$ cat config.mk
export PLATFORM = sky130hd
export DESIGN_NAME = prio_encoder_rr
export DESIGN_NICKNAME = d
export VERILOG_FILES = /design/src/rtl/prio_encoder_rr_pkg.sv /design/src/rtl/prio_encoder_rr_core.sv /design/src/rtl/prio_encoder_rr.sv
export SDC_FILE = /design/constraint.sdc
export NUM_CORES = 1
export LEC_CHECK = 0
export CAP_MARGIN = 40
export CORE_AREA = 2 2 69 71
export CTS_CLUSTER_DIAMETER = 100
export DETAILED_ROUTE_END_ITERATION = 7
export DIE_AREA = 0 0 71 73
export DONT_BUFFER_PORTS = 1
export GPL_TIMING_DRIVEN = 0
export PLACE_DENSITY = 0.82
export SETUP_SLACK_MARGIN = 0.1
export SKIP_LAST_GASP = 1
export SYNTH_ARGS = -nofsm -noshare
export SYNTH_HDL_FRONTEND = slang
export SYNTH_SLANG_ARGS = --single-unit
$ cat constraint.sdc
create_clock -name clk -period 6.6 [get_ports clk]
set_clock_uncertainty 0.05 [all_clocks]
set_input_delay 0.99 -clock clk [delete_from_list [all_inputs] [get_ports clk]]
set_output_delay 0.99 -clock clk [all_outputs]
set_load 0.01 [all_outputs]
$ cat src/rtl/prio_encoder_rr_pkg.sv
`default_nettype none
// ============================================================================
// Module      : encoder_pkg
// Description : Shared constants and helpers for the round-robin priority
//               encoder: mode encodings and a "two or more bits set" test.
// Revision    : 1.0 - initial release
// ============================================================================
package encoder_pkg;

  // Encoding of in_mode.
  localparam logic MODE_FIXED = 1'b0;
  localparam logic MODE_RR    = 1'b1;

  // Widest request vector at_least_two() can accept. Narrower vectors are
  // zero-extended by the caller, which does not change the result.
  localparam int MAX_REQ = 1024;

  // True when v has two or more bits set: clearing the lowest set bit
  // leaves something behind only if another bit was set.
  function automatic logic at_least_two(input logic [MAX_REQ-1:0] v);
    return |(v & (v - MAX_REQ'(1)));
  endfunction

endpackage : encoder_pkg
`default_nettype wire

$ cat src/rtl/prio_encoder_rr_core.sv
`default_nettype none
// ============================================================================
// Module      : prio_enc_core
// Description : Purely combinational fixed-priority encoder. Reports the
//               highest set index of vec and whether any bit was set.
// Ports       : vec   in  N  request vector
//               idx   out W  highest set index (0 when nothing set)
//               found out 1  at least one bit of vec is set
// Revision    : 1.0 - initial release
// ============================================================================
module prio_enc_core #(
  parameter int N = 16,
  parameter int W = $clog2(N)
) (
  input  logic [N-1:0] vec,
  output logic [W-1:0] idx,
  output logic         found
);

  // Ascending scan: the last match, i.e. the highest set bit, wins.
  always_comb begin
    idx   = '0;
    found = 1'b0;
    for (int i = 0; i < N; i++) begin
      if (vec[i]) begin
        idx   = W'(i);
        found = 1'b1;
      end
    end
  end

endmodule : prio_enc_core
`default_nettype wire

$ cat src/rtl/prio_encoder_rr.sv
`default_nettype none
// ============================================================================
// Module      : prio_encoder_rr
// Description : Registered priority encoder with fixed-priority and
//               round-robin modes, valid/ready on both sides, 1-cycle latency.
// Ports       : clk, rst_n            clock, synchronous active-low reset
//               in_valid/in_ready     input handshake
//               in_req   [N]          request vector
//               in_mode               0 = fixed priority, 1 = round-robin
//               out_valid/out_ready   output handshake
//               out_idx  [W]          granted index
//               out_onehot [N]        one-hot grant (zero when none)
//               out_any               any request bit set
//               out_multi             two or more request bits set
// Revision    : 1.0 - initial release
// ============================================================================
module prio_encoder_rr
  import encoder_pkg::*;
#(
  parameter int N = 16,
  parameter int W = $clog2(N)
) (
  input  logic         clk,
  input  logic         rst_n,
  input  logic         in_valid,
  output logic         in_ready,
  input  logic [N-1:0] in_req,
  input  logic         in_mode,
  output logic         out_valid,
  input  logic         out_ready,
  output logic [W-1:0] out_idx,
  output logic [N-1:0] out_onehot,
  output logic         out_any,
  output logic         out_multi
);

  if (N < 2 || N > MAX_REQ) begin : g_bad_n
    $error("prio_encoder_rr: N must be in 2..%0d", MAX_REQ);
  end

  localparam logic [W:0] N_EXT = (W+1)'(N);

  logic [W-1:0] ptr;
  logic         accept;

  assign in_ready = !out_valid || out_ready;
  assign accept   = in_valid && in_ready;

  // ---------------------------------------------------------------------
  // Fixed-priority search directly on the request vector.
  // ---------------------------------------------------------------------
  logic [W-1:0] fix_idx;
  logic         fix_found;

  prio_enc_core #(.N(N), .W(W)) u_core_fixed (
    .vec   (in_req),
    .idx   (fix_idx),
    .found (fix_found)
  );

  // ---------------------------------------------------------------------
  // Round-robin search: rot_req[j] = in_req[(ptr + j) mod N], so bit ptr-1
  // sits at position N-1 and bit ptr at position 0. The fixed encoder then
  // scans ptr-1, ptr-2, ... wrapping through N-1 and ending at ptr.
  // Rotation uses a doubled vector so no modulo is needed for any N.
  // ---------------------------------------------------------------------
  logic [N-1:0] rot_req;
  logic [W-1:0] rot_idx;
  logic         rot_found;
  logic [W:0]   rr_sum;
  logic [W-1:0] rr_idx;

  assign rot_req = N'({in_req, in_req} >> ptr);

  prio_enc_core #(.N(N), .W(W)) u_core_rr (
    .vec   (rot_req),
    .idx   (rot_idx),
    .found (rot_found)
  );

  // Un-rotate: (ptr + rot_idx) mod N. Both operands are below N, so a single
  // conditional subtract suffices.
  always_comb begin
    rr_sum = {1'b0, ptr} + {1'b0, rot_idx};
    if (rr_sum >= N_EXT) begin
      rr_sum = rr_sum - N_EXT;
    end
    rr_idx = rr_sum[W-1:0];
  end

  // ---------------------------------------------------------------------
  // Result selection.
  // ---------------------------------------------------------------------
  logic [W-1:0] nxt_idx;
  logic         nxt_any;
  logic [N-1:0] nxt_onehot;
  logic         nxt_multi;

  always_comb begin
    nxt_any    = fix_found;
    nxt_idx    = '0;
    nxt_onehot = '0;
    if (nxt_any) begin
      nxt_idx    = (in_mode == MODE_RR && rot_found) ? rr_idx : fix_idx;
      nxt_onehot = N'(1) << nxt_idx;
    end
    nxt_multi = at_least_two(MAX_REQ'(in_req));
  end

  // ---------------------------------------------------------------------
  // Result register, valid flag and shared round-robin pointer.
  // ---------------------------------------------------------------------
  always_ff @(posedge clk) begin
    if (!rst_n) begin
      out_valid  <= 1'b0;
      out_idx    <= '0;
      out_onehot <= '0;
      out_any    <= 1'b0;
      out_multi  <= 1'b0;
      ptr        <= '0;
    end else begin
      if (accept) begin
        out_valid  <= 1'b1;
        out_idx    <= nxt_idx;
        out_onehot <= nxt_onehot;
        out_any    <= nxt_any;
        out_multi  <= nxt_multi;
        // An all-zero vector leaves the pointer where it was.
        if (nxt_any) begin
          ptr <= nxt_idx;
        end
      end else if (out_ready) begin
        out_valid <= 1'b0;
      end
    end
  end

endmodule : prio_encoder_rr
`default_nettype wire
==> results.toml, run 1 <==
[timing]
finalSetupViolations = 0
slew_violations = 0
period_needed_ns = 4.65
tightest_slew_ns = 0.588
post-route-period-util_pct = 70.4
hold_viol = 0
fin_setup_tns_ns = 0
relSlewSlack_pct = 60.6
rsz0062_at_grt = "no"
max_freq_mhz = 215
setup_ws_ns = 1.95

[global_routing]
grt_max_degree = 16
grt_pass1_vias = 2575
grt_pass1_wl_mm = 13.0
grt_use_total_pct = 31.5
overflow = 0
grt_antenna_before_repair = 0

[clocking]
clk_pin_slew_ns = 0.10
clk_latency_ns = 0.28
cts_setup_buffers = 0
root_buffer = "clkbuf_8"
cts_sinks = 27
htree_levels = 1
cts_resized = 0
numCtsBuffers = 3
cts_tree = "built"
cts.path.max_buffers = 2
hold_buffers = 0

[setup_path]
reg2regPathDepth = 19
r2r_start = "ptr[3]"
critPathMaxFanout = 10
crit_buf_inv = 1
path_class = "input pin to flip-flop"
r2r-end = "out_onehot[1]"
crit_end = "out_onehot[1]"
crit_family = "compound AO/OA/AOI/OAI gates"
crit_top_cell = "a21oi_1"
cp_slowest_cell = "mux4_2"
path_depth = 17
path_cells = "clkbuf_1 > mux4_2 > a311oi_2 > o211ai_2 > a21oi_1 > o31a_2 > a31oi_1 > o21a_1 > o311ai_0 > ha_1 > a21o_1 > a21oi_1 > xor2_1 > a21oi_1 > o21ai_4 > a21oi_2 > a32o_1"
critPathLaunch = "in_req[13]"
cp-start-kind = "input pin"
end_kind = "flip-flop"
cp_slowest_stage_delay_ns = 0.58
cp_data_arrival_time_ns = 4.78
r2r_slack_ns = 2.14
cp.required_ns = 6.73

[yosys]
yosysTopAreaCellShare_pct = 18.0
yosysWarnings = 0
async_flop_share_pct = 0
synth_top_area_cell = "dfxtp_1"
mappedNetlistArea_sq_mm = 0.00301
synth_cell_types = 78
synthTopCellsByArea = "dfxtp_1, mux4_2, nand2_1"
synth_cells = 343
synth_edf_count = 0
seq_area_frac_synth_pct = 18.0
synth_top_cells_by_count = "nand2_1, dfxtp_1, nor2_1"
syn_avg_cell_area_sq_um = 8.77
synthFlopType = "dfxtp_1"
synth_seq_cells = 27
synth_most_common_cell = "nand2_1"
synth_fp_nets = 368

[placement]
dpl_cell_area_sq_mm = 0.00308
port_buffers = 0
post-dp-hpwl_mm = 6.20
gp_congestion = 0.937
pre_cts_slack_ns = 1.67

[route]
vias = 2814
wire_per_inst_microns = 20.1
drt-initial-drc-count = 294
drt-total-wl_mm = 8.07
drc = 0
firstDrtPassIters = 6
ant_nets = 0
via_per_inst = 7.02

[power_and_ir_drop]
internal_power_uw = 418
power_density_mw_per_mm2 = 242
combPwrFrac_pct = 61.3
vdd_drop_max_v = 0.000200
seqPwrFrac_pct = 25.8
power.leakage_uw = 0.00110
p_clk_share_pct = 12.9
p_sw_share_pct = 44.5
power_switching_uw = 336

[floorplan]
start_util_pct = 66.3
dieWidth_microns = 71
num_rows = 25
design.core.area_sq_mm = 0.00454
die_y_microns = 73
die_area_sq_mm = 0.00518
num_io_pins = 45

[layout]
final_cell_area_sq_mm = 0.00312
nets = 373
multi_input_area_sq_mm = 0.00217
diodes = 0
regArea_sq_um = 541
finish.utilization_pct = 68.8
drive_above_1_share_pct = 19.9
area_growth_pct = 3.79
nFillCells = 367

[hold_path]
hold_depth = 2
hold_class = "flip-flop to flip-flop"

[flow_run]
max_cap_viol_count = 0

[outcome]
outcome = "finished clean"
## cells in the final DEF, fill, tap and decap left out, types with 3 or more instances in the layout
master and instances:
mux2i_2 3, buf_6 3, a22oi_1 3, o21ai_0 13, ha_1 3, a22o_1 6
nor3_1 6, dfxtp_1 27, a31oi_1 5, buf_2 3, buf_12 3, o21ai_1 12
o21a_1 3, nand2b_1 5, nor2b_1 6, a21oi_1 22, nand2_1 43, clkbuf_8 7
inv_1 15, clkbuf_1 9, mux2_2 9, nand3_1 9, xor2_1 3, or3_1 3
o211ai_1 4, o2111ai_1 3, a211oi_1 5, mux4_2 17, nor2_1 27, o31ai_1 3
mux2i_1 10
## power groups by stage
stage          combinational (uW)  clock, uW  sequential (uW)
2_1_floorplan                 368          0              195
3_3_place_gp                  444          0              198
3_5_place_dp                  451          0              199
4_1_cts                       454       96.0              195
5_1_grt                       500        101              196
6_report                      462       97.1              194
## per-stage QoR
| step | hold slack (ns) | power (uW) | std cells |
|---|---|---|---|
| 6_report | 0.449 | 754 | 401 |
| 5_1_grt | 0.474 | 797 | 401 |
| 4_1_cts | 0.451 | 744 | 401 |
| 3_5_place_dp | 0.438 | 650 | 397 |
| 3_3_place_gp | 0.437 | 642 | 397 |
| 2_1_floorplan | 0.420 | 563 | 343 |
## layer usage
| metal | share of wire (%) | global-route usage (%) | routed length (microns) |
|---|---|---|---|
| met1 | 43 | 46.4 | 3440 |
| met2 | 45 | 48.3 | 3620 |
| met3 | 11 | 7.18 | 892 |
| met4 | 1.5 | 5.45 | 121 |
| met5 | 0 | 0 | 0 |
## cell families (layout without fill, tap and decap cells)
group / after synthesis / count (layout) / synth area share (%)
AOI/OAI and AO/OA: 108 / 108 / 27.3
xor gates and xnor gates: 4 / 4 / 1.16
adders and majority gates: 5 / 5 / 2.25
buffers and inverters: 42 / 46 / 9.77
DFF: 27 / 27 / 18.0
muxes: 42 / 42 / 22.8
and+or+nand+nor: 115 / 115 / 18.7
## state kept, by name, summed over array words and instances (netlist names)
signal,flops
out_onehot,16
out_idx,4
ptr,4
out_any,1
out_multi,1
out_valid,1
## cell type report
| class | count | area share [%] |
|---|---|---|
| Clock inverter | 1 | 0.160 |
| Tap cell | 54 | 2.16 |
| Buffer | 25 | 7.37 |
| Clock buffer | 3 | 1.32 |
| Sequential cell | 27 | 17.3 |
| Multi-Input combinational cell | 274 | 69.6 |
| Inverter | 17 | 2.04 |
## how the worst min path moves through the flow
stage | from | endpoint | slack, ns
global placement | out_onehot[10] | out_onehot[10] | 0.44
global route | out_idx[3] | out_idx[3] | 0.47
detailed placement | out_onehot[0] | out_onehot[0] | 0.44
CTS | out_onehot[0] | out_onehot[0] | 0.45
floorplan | out_onehot[13] | out_onehot[13] | 0.42
finish | out_onehot[0] | out_onehot[0] | 0.45
## worst reg2reg max path: stages (launching register included)
cell,delay (ns)
dfxtp_1,0.42
buf_6,0.21
buf_12,0.16
buf_6,0.15
mux4_2,0.36
a311oi_2,0.28
o211ai_2,0.15
a21oi_1,0.16
o31a_2,0.14
a31oi_1,0.05
o21a_1,0.24
o311ai_0,0.38
ha_1,0.30
a21o_1,0.17
a21oi_1,0.17
xor2_1,0.20
a21oi_1,0.10
o21ai_4,0.27
a21oi_2,0.12
a32o_1,0.27
(Power assumes the default switching activity.)
==> run 2: changes to the inputs <==
--- a/config.mk
+++ b/config.mk
@@ -6,13 +6,13 @@
 export NUM_CORES = 1
 export LEC_CHECK = 0
 export CAP_MARGIN = 40
-export CORE_AREA = 2 2 69 71
+export CORE_AREA = 2 2 72 74
 export CTS_CLUSTER_DIAMETER = 100
 export DETAILED_ROUTE_END_ITERATION = 7
-export DIE_AREA = 0 0 71 73
+export DIE_AREA = 0 0 74 76
 export DONT_BUFFER_PORTS = 1
 export GPL_TIMING_DRIVEN = 0
-export PLACE_DENSITY = 0.82
+export PLACE_DENSITY = 0.76
 export SETUP_SLACK_MARGIN = 0.1
 export SKIP_LAST_GASP = 1
 export SYNTH_ARGS = -nofsm -noshare
==> constraint.sdc (replaced) <==
create_clock -name clk -period 4.7 [get_ports clk]
set_clock_uncertainty 0.05 [all_clocks]
set_input_delay 0.705 -clock clk [delete_from_list [all_inputs] [get_ports clk]]
set_output_delay 0.705 -clock clk [all_outputs]
set_load 0.01 [all_outputs]
==> run 2 against run 1 <==
Sequential power is 41% higher; largest cell class unchanged; routed wire length fell by 0.77%; non-clock buffer count unchanged; highest routed layer unchanged.
==> results.toml, run 2 (synthesis results as in run 1) <==
[setup_path]
r2r_start = "ptr[1]"
reg2regPathDepth = 18
cp.required_ns = 4.86
critPathMaxFanout = 10
r2r-end = "out_onehot[0]"
end_kind = "flip-flop"
crit_family = "compound AO/OA/AOI/OAI gates"
cp_slowest_cell = "mux4_2"
cp_slowest_stage_delay_ns = 0.57
crit_top_cell = "a21oi_1"
crit_buf_inv = 2
r2r_slack_ns = 0.33
path_cells = "buf_6 > buf_12 > mux4_2 > a311oi_2 > o211ai_2 > a21oi_1 > o31a_2 > a31oi_1 > o21a_1 > o311ai_1 > ha_1 > a21o_1 > a21oi_1 > xor2_1 > and3_2 > o21ai_4 > a211o_1 > o21ai_1"
path_class = "flip-flop to flip-flop"
cp_data_arrival_time_ns = 4.52
cp-start-kind = "flip-flop"

[layout]
nFillCells = 423
diodes = 0
finish.utilization_pct = 64.0
nets = 373
top_register = "out_onehot"
area_growth_pct = 4.49
reg_top3 = "out_onehot (16), out_idx (4), ptr (4)"
final_cell_mix = "nand2_1, nor2_1, dfxtp_1"
layout_commonest_cell = "nand2_1"
finalNonFillerCells = 417
drive_above_1_share_pct = 20.2
largest_reg_flops = 16

[global_routing]
grt_pass1_vias = 2587
overflow = 0
grt_max_degree = 16
grt_pass1_wl_mm = 13.2
grt_antenna_before_repair = 0
grt_use_total_pct = 29.9

[timing]
fin_setup_tns_ns = 0
slew_violations = 0
finalSetupViolations = 0
period_needed_ns = 4.37
hold_viol = 0
max_freq_mhz = 229
post-route-period-util_pct = 92.9
relSlewSlack_pct = 62.5
rsz0062_at_grt = "no"
hold_ws_ns = 0.448
tightest_slew_ns = 0.560

[clocking]
hold_buffers = 0
cts_sinks = 27
root_buffer = "clkbuf_8"
clk_latency_ns = 0.27
numCtsBuffers = 3
cts_tree = "built"
cts_setup_buffers = 0
htree_levels = 1
cts.path.max_buffers = 2
clk_pin_slew_ns = 0.09

[hold_path]
hold_class = "flip-flop to flip-flop"
hold_start = "out_onehot[6]"
hold_depth = 2
worstHoldEndpoint = "out_onehot[6]"

[power_and_ir_drop]
combPwrFrac_pct = 61.5
vdd_drop_max_v = 0.000204
power_density_mw_per_mm2 = 334
power.leakage_uw = 0.00110
internal_power_uw = 586
p_sw_share_pct = 44.1
p_clk_share_pct = 12.3
power_switching_uw = 462
seqPwrFrac_pct = 26.1

[route]
vias = 2811
drc = 0
top_layer = "met4"
wire_per_inst_microns = 19.2
met1Wirelength_mm = 3.47
drt-total-wl_mm = 8.01
ant_nets = 0
wl_met3_microns = 885
firstDrtPassIters = 5
drt-initial-drc-count = 438
via_per_inst = 6.74
dr_wl_met2_mm = 3.55

[floorplan]
dieWidth_microns = 74
num_io_pins = 45
die_area_sq_mm = 0.00562
design.core.area_sq_mm = 0.00491
start_util_pct = 61.2
num_rows = 26
die_y_microns = 76

[placement]
placedCellCount = 413
post-dp-hpwl_mm = 6.08
gp_congestion = 0.993
port_buffers = 0

[outcome]
outcome = "finished clean"

[flow_run]
max_cap_viol_count = 0
[run 2: worst reg2reg max path, cell delays in order (launching register included)]
cell and delay (ns):
dfxtp_1 0.40, buf_6 0.17, buf_12 0.15, mux4_2 0.58, a311oi_2 0.28, o211ai_2 0.17
a21oi_1 0.16, o31a_2 0.14, a31oi_1 0.04, o21a_1 0.21, o311ai_1 0.30, ha_1 0.28
a21o_1 0.18, a21oi_1 0.16, xor2_1 0.21, and3_2 0.23, o21ai_4 0.10, a211o_1 0.34
o21ai_1 0.14
[run 2: area by class of cell]
| class | count | area, sq um | share of cell area [%] |
|---|---|---|---|
| flip-flops and latches | 27 | 542 | 17.2 |
| clock buffers | 3 | 41.3 | 1.31 |
| multi-input cells | 274 | 2170 | 69.1 |
| inverters | 17 | 63.8 | 2.03 |
| plain buffers | 25 | 230 | 7.32 |
| well taps | 70 | 87.6 | 2.79 |
| clock inverters | 1 | 5.00 | 0.159 |
[run 2: worst max path at each step]
stage	startpoint	end	slack [ns]	depth (start not counted)
after floorplan	in_req[13]	out_onehot[1]	0.50	17
after global placement	in_req[13]	out_onehot[1]	0.15	17
after detailed placement	in_req[13]	out_onehot[0]	0.09	17
after CTS	ptr[3]	out_onehot[0]	0.26	19
after global routing	ptr[1]	out_onehot[1]	0.15	18
final	ptr[1]	out_onehot[0]	0.33	18
[run 2: metal layers]
metal	vias up	GRT usage, %
met2	181	42.3
met4	0	8.18
met5	-	0
li1	1307	-
met1	1305	45.6
met3	18	6.61
[run 2: metrics by stage]
step	area (sq um)	setup WS (ns)	power, uW
detailed placement	3100	0.0850	908
CTS	3140	0.261	1040
global placement	3100	0.153	900
finish	3140	0.334	1050
global route	3140	0.152	1120
floorplan	3010	0.503	791
[run 2: what timing repair did]
item	4_1_cts	5_1_grt
hold endpoints to repair	0	0
setup endpoints to repair	0	9
resized for setup	0	2
[run 2: power groups by stage]
stage	registers (uW)	clock network (uW)	logic, uW
CTS	274	133	632
floorplan	274	0	517
detailed placement	279	0	629
finish	274	129	645
global route	276	145	700
global placement	279	0	621
==> run 3: changes to the inputs <==
--- a/config.mk
+++ b/config.mk
@@ -5,14 +5,15 @@
 export SDC_FILE = /design/constraint.sdc
 export NUM_CORES = 1
 export LEC_CHECK = 0
+export ABC_AREA = 1
 export CAP_MARGIN = 40
-export CORE_AREA = 2 2 72 74
+export CORE_AREA = 2 2 66 68
 export CTS_CLUSTER_DIAMETER = 100
 export DETAILED_ROUTE_END_ITERATION = 7
-export DIE_AREA = 0 0 74 76
+export DIE_AREA = 0 0 68 70
 export DONT_BUFFER_PORTS = 1
 export GPL_TIMING_DRIVEN = 0
-export PLACE_DENSITY = 0.76
+export PLACE_DENSITY = 0.75
 export SETUP_SLACK_MARGIN = 0.1
 export SKIP_LAST_GASP = 1
 export SYNTH_ARGS = -nofsm -noshare
==> run 3 against run 2 <==
Clock-buffer cell count unchanged; via count down 1.4%; sequential share of layout area increased by 3.6 points; fmax up 14%; register-to-register slack better by 0.52 ns; routed wire length decreased by 19%; die area decreased by 15%; combinational power is 39% lower.
==> results.toml, run 3 <==
[floorplan]
die_y_microns = 70
design.core.area_sq_mm = 0.00414
die_area_sq_mm = 0.00476
dieWidth_microns = 68
num_io_pins = 45
num_rows = 24
start_util_pct = 59.7

[clocking]
htree_levels = 1
cts_resized = 0
root_buffer = "clkbuf_8"
cts_setup_buffers = 0
hold_buffers = 0
clk_pin_slew_ns = 0.09
cts_sinks = 27
cts_tree = "built"
cts.path.max_buffers = 2
clk_latency_ns = 0.27
numCtsBuffers = 3

[timing]
fin_setup_tns_ns = 0
post-route-period-util_pct = 81.8
hold_viol = 0
finalSetupViolations = 0
tightest_slew_ns = 0.479
max_freq_mhz = 260
relSlewSlack_pct = 67.3
rsz0062_at_grt = "no"
period_needed_ns = 3.84
slew_violations = 0

[layout]
drive_above_1_share_pct = 8.67
finish.utilization_pct = 62.5
reg_top3 = "out_onehot (16), out_idx (4), ptr (4)"
finalNonFillerCells = 502
final_cell_mix = "nand2_1, nand3_1, nor2_1"
top_register = "out_onehot"
diodes = 0
layout_commonest_cell = "nand2_1"
area_growth_pct = 4.60
nFillCells = 426
nets = 476
largest_reg_flops = 16

[power_and_ir_drop]
power_density_mw_per_mm2 = 305
vdd_drop_max_v = 0.000263
power.leakage_uw = 0.00120

[setup_path]
path_class = "flip-flop to flip-flop"
cp_slowest_cell = "fa_1"
r2r_start = "ptr[1]"
crit_top_cell = "nand2_1"
r2r-end = "out_onehot[3]"
reg2regPathDepth = 29
cp-start-kind = "flip-flop"
end_kind = "flip-flop"
r2r_slack_ns = 0.86
cp.required_ns = 4.81
cp_data_arrival_time_ns = 3.95
cp_slowest_stage_delay_ns = 0.48
critPathMaxFanout = 10

[yosys]
synth_fp_nets = 471
yosysWarnings = 0
async_flop_share_pct = 0
synth_seq_cells = 27
synthTopCellsByArea = "dfxtp_1, nand2_1, nand3_1"
synth_cells = 446
syn_avg_cell_area_sq_um = 5.55
synthFlopType = "dfxtp_1"
yosysTopAreaCellShare_pct = 21.8
synth_most_common_cell = "nand2_1"
synth_cell_types = 35
synth_top_area_cell = "dfxtp_1"
seq_area_frac_synth_pct = 21.8
synth_top_cells_by_count = "nand2_1, nand3_1, nor2_1"
synth_edf_count = 0
mappedNetlistArea_sq_mm = 0.00247

[outcome]
outcome = "finished clean"

[hold_path]
hold_start = "out_idx[3]"
hold_depth = 2
worstHoldEndpoint = "out_idx[3]"
hold_class = "flip-flop to flip-flop"

[route]
ant_nets = 0
drc = 0
wire_per_inst_microns = 12.9
drt-total-wl_mm = 6.46
vias = 2771
via_per_inst = 5.52
firstDrtPassIters = 5
drt-initial-drc-count = 290

[global_routing]
grt_pass1_vias = 2532
overflow = 0
grt_pass1_wl_mm = 10.7
grt_use_total_pct = 28.5
grt_antenna_before_repair = 0
grt_max_degree = 17

[placement]
post-dp-hpwl_mm = 5.29
gp_congestion = 0.919
placedCellCount = 498
port_buffers = 0

[flow_run]
max_cap_viol_count = 0
[run 3: cell count changes in the layout (fill, tap and decap cells not counted), sizes merged, moves of 6 or more]
| cell | before | now |
|---|---|---|
| mux4 | 18 | 0 |
| a22o | 6 | 0 |
| clkbuf | 16 | 9 |
| a21oi | 24 | 13 |
| nor2 | 27 | 81 |
| o21ai | 26 | 16 |
| nand2 | 43 | 124 |
| nor2b | 6 | 0 |
| mux2 | 10 | 0 |
| inv | 15 | 54 |
| nand3 | 10 | 86 |
| mux2i | 14 | 0 |
[run 3: cells by family (layout without fill, tap and decap cells)]
family	Yosys count	in the layout	synth area share, %
flip-flops	27	27	21.8
XOR/XNOR	2	2	0.708
AO/OA/AOI/OAI	40	40	9.96
buffers and inverters	72	76	12.3
AND/OR/NAND/NOR	301	301	52.8
adder cells (fa/ha/maj)	4	4	2.33
[run 3: worst max-delay path by stage]
stage                     end  cells after the start        from
3_3_place_gp    out_onehot[3]                     27   in_req[3]
2_1_floorplan  out_onehot[15]                     29  in_req[13]
5_1_grt         out_onehot[2]                     29      ptr[1]
3_5_place_dp    out_onehot[3]                     27   in_req[3]
6_report        out_onehot[3]                     29      ptr[1]
4_1_cts        out_onehot[11]                     29      ptr[1]
[run 3: metal layers]
metal | routed length [microns] | track usage [%] | up-vias
li1 | - | - | 1434
met1 | 2680 | 33.0 | 1237
met2 | 3340 | 52.6 | 83
met3 | 285 | 3.22 | 17
met4 | 159 | 8.67 | 0
met5 | 0 | 0 | -
[run 3: critical path: cells and delay by family (launching register included)]
kind | cells | cell delay, ns
adders and majority gates | 2 | 0.65
and+or+nand+nor | 19 | 1.37
DFF | 1 | 0.32
buffers and inverters | 6 | 0.73
AOI/OAI and AO/OA | 2 | 0.60
[run 3: area by class of cell]
type | count | area [sq um] | area share (%)
Tap cell | 52 | 65.1 | 2.51
Inverter | 55 | 210 | 8.12
Clock inverter | 1 | 7.51 | 0.290
Buffer | 17 | 95.1 | 3.67
Multi-Input combinational cell | 347 | 1630 | 62.9
Clock buffer | 3 | 41.3 | 1.59
Sequential cell | 27 | 541 | 20.9
[run 3: where the power goes]
part,internal [uW],leakage (uW),total (uW),switching [uW]
logic,135,0.000955,396,261
registers,245,0.000221,262,16.6
clock network,60.2,0.0000217,133,72.8
total,440,0.00120,791,351
[run 3: per-stage QoR]
step | power [uW] | hold slack, ns | setup WS (ns) | instance area, sq um
after floorplan | 581 | 0.440 | 1.45 | 2470
after CTS | 791 | 0.471 | 0.906 | 2590
final | 791 | 0.468 | 0.855 | 2590
after global routing | 859 | 0.503 | 0.414 | 2590
after detailed placement | 660 | 0.457 | 0.925 | 2540
after global placement | 655 | 0.455 | 0.988 | 2540
==> RTL edit 1: new RTL, flow settings as in run 2 <==
Register the input `in_mode` before use, without a reset. The logic sees it one clock later. The other inputs are not delayed to match.
--- a/src/rtl/prio_encoder_rr.sv
+++ b/src/rtl/prio_encoder_rr.sv
@@ -34,4 +34,10 @@
   output logic         out_multi
 );
+
+  logic in_mode_q;
+
+  always_ff @(posedge clk) begin
+    in_mode_q <= in_mode;
+  end
 
   if (N < 2 || N > MAX_REQ) begin : g_bad_n
@@ -102,5 +108,5 @@
     nxt_onehot = '0;
     if (nxt_any) begin
-      nxt_idx    = (in_mode == MODE_RR && rot_found) ? rr_idx : fix_idx;
+      nxt_idx    = (in_mode_q == MODE_RR && rot_found) ? rr_idx : fix_idx;
       nxt_onehot = N'(1) << nxt_idx;
     end
Function: changed (Yosys sat finds a counterexample within 4 cycles, from zero or initial values and one cycle with rst_n low).
==> RTL edit 1 against run 2 <==
Sequential cell count rose by 1; power shrank 10%; final area shrank 12%; fmax down 0.48%; via count shrank 14%; global-route usage down 5.2 points; routed wire length fell by 15%; area after synthesis decreased by 16%; setup slack worse by 0.021 ns; cell count is 12% lower; synthesized cell count fell by 16%; clock power is 48% higher.
==> RTL edit 1: results (changes against run 2) <==
## Outcome
* result of the run: finished, final reports clean

## GRT
* global-route total usage across every layer: 24.71%, -5.2 points
* wire length of the first global-routing pass: 11250 um, -15%
* vias in the first global route: 2367, -8.5%
* maximum number of pins on one net before global-route repair: 17, +1

## Worst hold path
* type of the worst min-delay path: input port to flip-flop
* Hold Path Sink: in_mode_q

## Power
* static power due to leakage: 0.9831 nW, -11%
* highest ir drop seen on vdd: 0.0003274 V, +60%

## Placed design
* cell total after placement: 358, -13%
* Detailed Place HPWL: 5008 um, -18%
* routability congestion estimate: 0.8992, -9.4%

## Detailed routing
* number of vias per cell: 6.660, -1.2%
* TritonRoute pass-1 iters: 4, -1
* average wire per standard cell: 18.68 um, -2.8%
* initial detailed-routing violation count: 211, -52%

## Synth
* Post-Syn Nets: 313, -15%
* Seq/Total Area, Yosys: 22.10%, +4.1 points
* leading post-synthesis cells by cell area: dfxtp_1 (22%), mux4_2 (14%), mux4_1 (6.2%)
* synth unique cells: 57, -27%
* top cells by count, synth: dfxtp_1 (28), nand2_1 (28), a21oi_1 (19), nor2_1 (19), clkbuf_1 (18)
* instance count of the mapped netlist: 288, -16%

## Layout
* share of layout cells above drive strength 1: 15.59%, -4.6 points
* final cell count without fillers: 365, -12%
* Fillers: 440, +4.0%
* final layout net count: 321, -14%

## Critical path
* FF-to-FF path depth: 17, -1
* crit-path leading delay family: multiplexers

==> RTL edit 1: cell type report <==
class,count,area (um^2),area share (%)
Inverter,12,45.04,1.628
Sequential cell,28,561.8,20.31
Clock buffer,3,41.29,1.493
Multi-Input combinational cell,221,1843,66.62
Timing Repair Buffer,3,22.52,0.8141
Clock inverter,1,30.03,1.085
Buffer,27,135.1,4.885
Tap cell,70,87.58,3.166
==> RTL edit 1: cells by family after synthesis <==
| group | count (synthesis) | synth area share [%] |
|---|---|---|
| DFF | 28 | 22.10 |
| muxes | 33 | 24.96 |
| and+or+nand+nor | 96 | 18.60 |
| adders and majority gates | 7 | 3.454 |
| AOI/OAI and AO/OA | 83 | 23.78 |
| xor gates and xnor gates | 2 | 0.6908 |
| buffers and inverters | 39 | 6.413 |
==> RTL edit 1: how the worst max path moves through the flow <==
stage,start,endpoint,slack (ns),depth (start not counted)
floorplan,ptr[1],out_onehot[0],0.20,16
global placement,ptr[1],out_onehot[9],-0.48,16
detailed placement,ptr[1],out_onehot[5],-0.59,16
CTS,ptr[3],out_onehot[9],0.14,18
global route,ptr[1],out_onehot[10],0.08,17
finish,ptr[1],out_onehot[10],0.31,17
==> RTL edit 1: timing repair <==
item                                    4_1_cts  5_1_grt
endpoints found under the setup margin       20       18
resized for setup                             7       13
pin swaps                                     0        1
buffers inserted                              0        3
==> RTL edit 1: report_power, final <==
group / internal (mW) / total [mW] / switching [mW]
clock: 0.114 / 0.191 / 0.0767
combinational: 0.209 / 0.475 / 0.266
sequential: 0.257 / 0.276 / 0.0191
total: 0.580 / 0.942 / 0.362
==> RTL edit 1: metal layers <==
metal / GRT usage [%] / share of wire [%] / routed length [um]
met1: 35.90 / 41 / 2817
met2: 37.86 / 50 / 3423
met3: 2.910 / 6.9 / 468
met4: 8.545 / 1.6 / 109
met5: 0 / 0 / 0
==> RTL edit 1: through the flow <==
stage	area (um^2)	power, mW	worst slack, ns	util (%)	hold slack, ns
after floorplan	2536	0.6167	0.1975	-	0.4214
after global placement	2624	0.6973	-0.4840	53.41	0.4437
after detailed placement	2624	0.7083	-0.5861	53.41	0.4460
after CTS	2719	0.9049	0.1351	55.35	0.3929
after global routing	2766	1.000	0.07698	56.32	0.3832
final	2766	0.9418	0.3128	56.32	0.3926
==> RTL edit 2: new RTL, flow settings as in run 2 <==
Without the edit above. Make the reset (`rst_n`) asynchronous in one clocked block. Comments in the files are not updated.
--- a/src/rtl/prio_encoder_rr.sv
+++ b/src/rtl/prio_encoder_rr.sv
@@ -111,5 +111,5 @@
   // Result register, valid flag and shared round-robin pointer.
   // ---------------------------------------------------------------------
-  always_ff @(posedge clk) begin
+  always_ff @(posedge clk or negedge rst_n) begin
     if (!rst_n) begin
       out_valid  <= 1'b0;
Check against the original RTL: differs if rst_n is asserted again (counterexample within 4 cycles, from zero or initial values and one cycle with rst_n low); with rst_n held inactive, the same outputs for 4 cycles.
==> RTL edit 2 against run 2 <==
Area after synthesis decreased by 2.3%; critical path type unchanged; routed wire length increased by 1.2%; final area increased by 0.44%; critical path depth decreased by 1; sequential cell count unchanged; largest cell class unchanged; setup slack got worse by 0.053 ns.
Power is not compared: it rests on default switching activity, and its combinational part moved more than twofold at a synthesized area within 25%.
==> RTL edit 2: results (changes against run 2) <==
## Outcome
* result of the run: finished, final reports clean

## Layout
* storage element area: 675.6 um^2, +25%
* footprint of the multi-input gates: 2137 um^2, -1.7%
* layout inverter count without the clock tree: 8, -9
* Plain + repair buffers: 33, +32%
* layout buffering overhead excluding clock cells: 5.509%, -1.8 points
* final layout net count: 372, -0.27%
* fraction of area in registers: 21.40%, +4.2 points
* Fillers: 410, -3.1%

## Critical path
* worst r2r dst: out_onehot[13]
* reg-to-reg slack, setup: 0.28 ns, -0.05 ns
* CP max stage cell: mux4_1
* Arrival @ worst endpoint: 4.55 ns, +0.03 ns
* highest cell delay on the worst timing path: 0.62 ns, +0.05 ns
* FF-to-FF path depth: 17, -1

## Detailed routing
* via count of the routed design: 2827, +0.57%
* length of routed met3 wiring: 803 um, -9.3%
* TritonRoute pass-1 iters: 5, unchanged
* met1 routed wirelength after detailed routing: 3405 um, -1.8%
* average wire per standard cell: 19.49 um, +1.5%
* initial detailed-routing violation count: 251, -43%
* met2 wire length: 3864 um, +8.8%

## Placed design
* cell total after placement: 409, -0.97%
* Detailed Place HPWL: 5925 um, -2.6%
* routability congestion estimate: 0.9490, -4.4%
* Post-Place Worst Slack: -0.02077 ns, -0.1058 ns

## Synth
* leading post-synthesis cells by cell area: dfrtp_1 (23%), mux4_2 (12%), nand2_1 (7.3%)
* Avg Cell Area, Syn: 8.670 um^2, -1.1%
* Post-Syn Nets: 364, -1.1%
* ys async rst share: 100.0%, +100 points
* synth unique cells: 62, -21%
* top cells by count, synth: nand2_1 (57), dfrtp_1 (27), nor2_1 (27), clkbuf_1 (20), o21ai_0 (19)
* Seq/Total Area, Yosys: 22.99%, +5.0 points

## GRT
* vias in the first global route: 2642, +2.1%
* global-route total usage across every layer: 29.83%, -0.037 points
* met3 GRT Util: 5.423%, -1.2 points
* met2 demand-to-capacity share in global routing: 44.73%, +2.4 points

## Worst hold path
* type of the worst min-delay path: input port to async pin

## STA
* Tightest Pin Transition: 0.6585 ns, +0.09882 ns
* part of the cycle the worst path needs: 94.03%, +1.1 points

## Clock tree
* cts repair resizes: 3, +3

## Power
* static power due to leakage: 1.200 nW

-- RTL edit 2: cell types whose count changed in the layout (fill, tap and decap cells not counted), moves of 8 or more --
cell / run 2 / this run
a21oi_1: 22 / 9
clkbuf_1: 9 / 19
dfrtp_1: 0 / 27
dfxtp_1: 26 / 0
inv_1: 15 / 7
nand2_1: 43 / 57
o21ai_1: 12 / 1
o31ai_1: 3 / 13
-- RTL edit 2: how the worst min path moves through the flow --
stage                from        endpoint  slack (ns)  depth (start not counted)
floorplan           rst_n         out_any        0.36                          0
global placement    rst_n   out_onehot[5]        0.36                          0
detailed placement  rst_n   out_onehot[5]        0.36                          0
CTS                 rst_n  out_onehot[14]        0.06                          0
global route        rst_n      out_idx[3]        0.04                          0
finish              rst_n  out_onehot[13]        0.06                          0
-- RTL edit 2: cells by family (layout without fill, tap and decap cells) --
logic type                 Yosys count  count (layout)  share of synthesized area (%)
muxes                               41              41                          23.58
buffers and inverters               38              45                          5.619
AOI/OAI and AO/OA                   92              92                          23.07
xor gates and xnor gates             3               3                         0.8942
DFF                                 27              27                          22.99
adders and majority gates            8               8                          3.321
and+or+nand+nor                    130             130                          20.52
-- RTL edit 2: through the flow --
| step | setup TNS, ns | util, % | area [um^2] |
|---|---|---|---|
| 6_report | 0 | 64.26 | 3157 |
| 4_1_cts | 0 | 62.74 | 3082 |
| 3_3_place_gp | -0.08900 | 61.61 | 3027 |
| 2_1_floorplan | 0 | - | 2939 |
| 5_1_grt | 0 | 64.26 | 3157 |
| 3_5_place_dp | -0.07466 | 61.61 | 3027 |
-- RTL edit 2: power by group --
part           total [mW]  internal [mW]  switching (mW)
clock               0.132         0.0601          0.0721
combinational        1.83          0.762            1.07
sequential          0.417          0.315           0.101
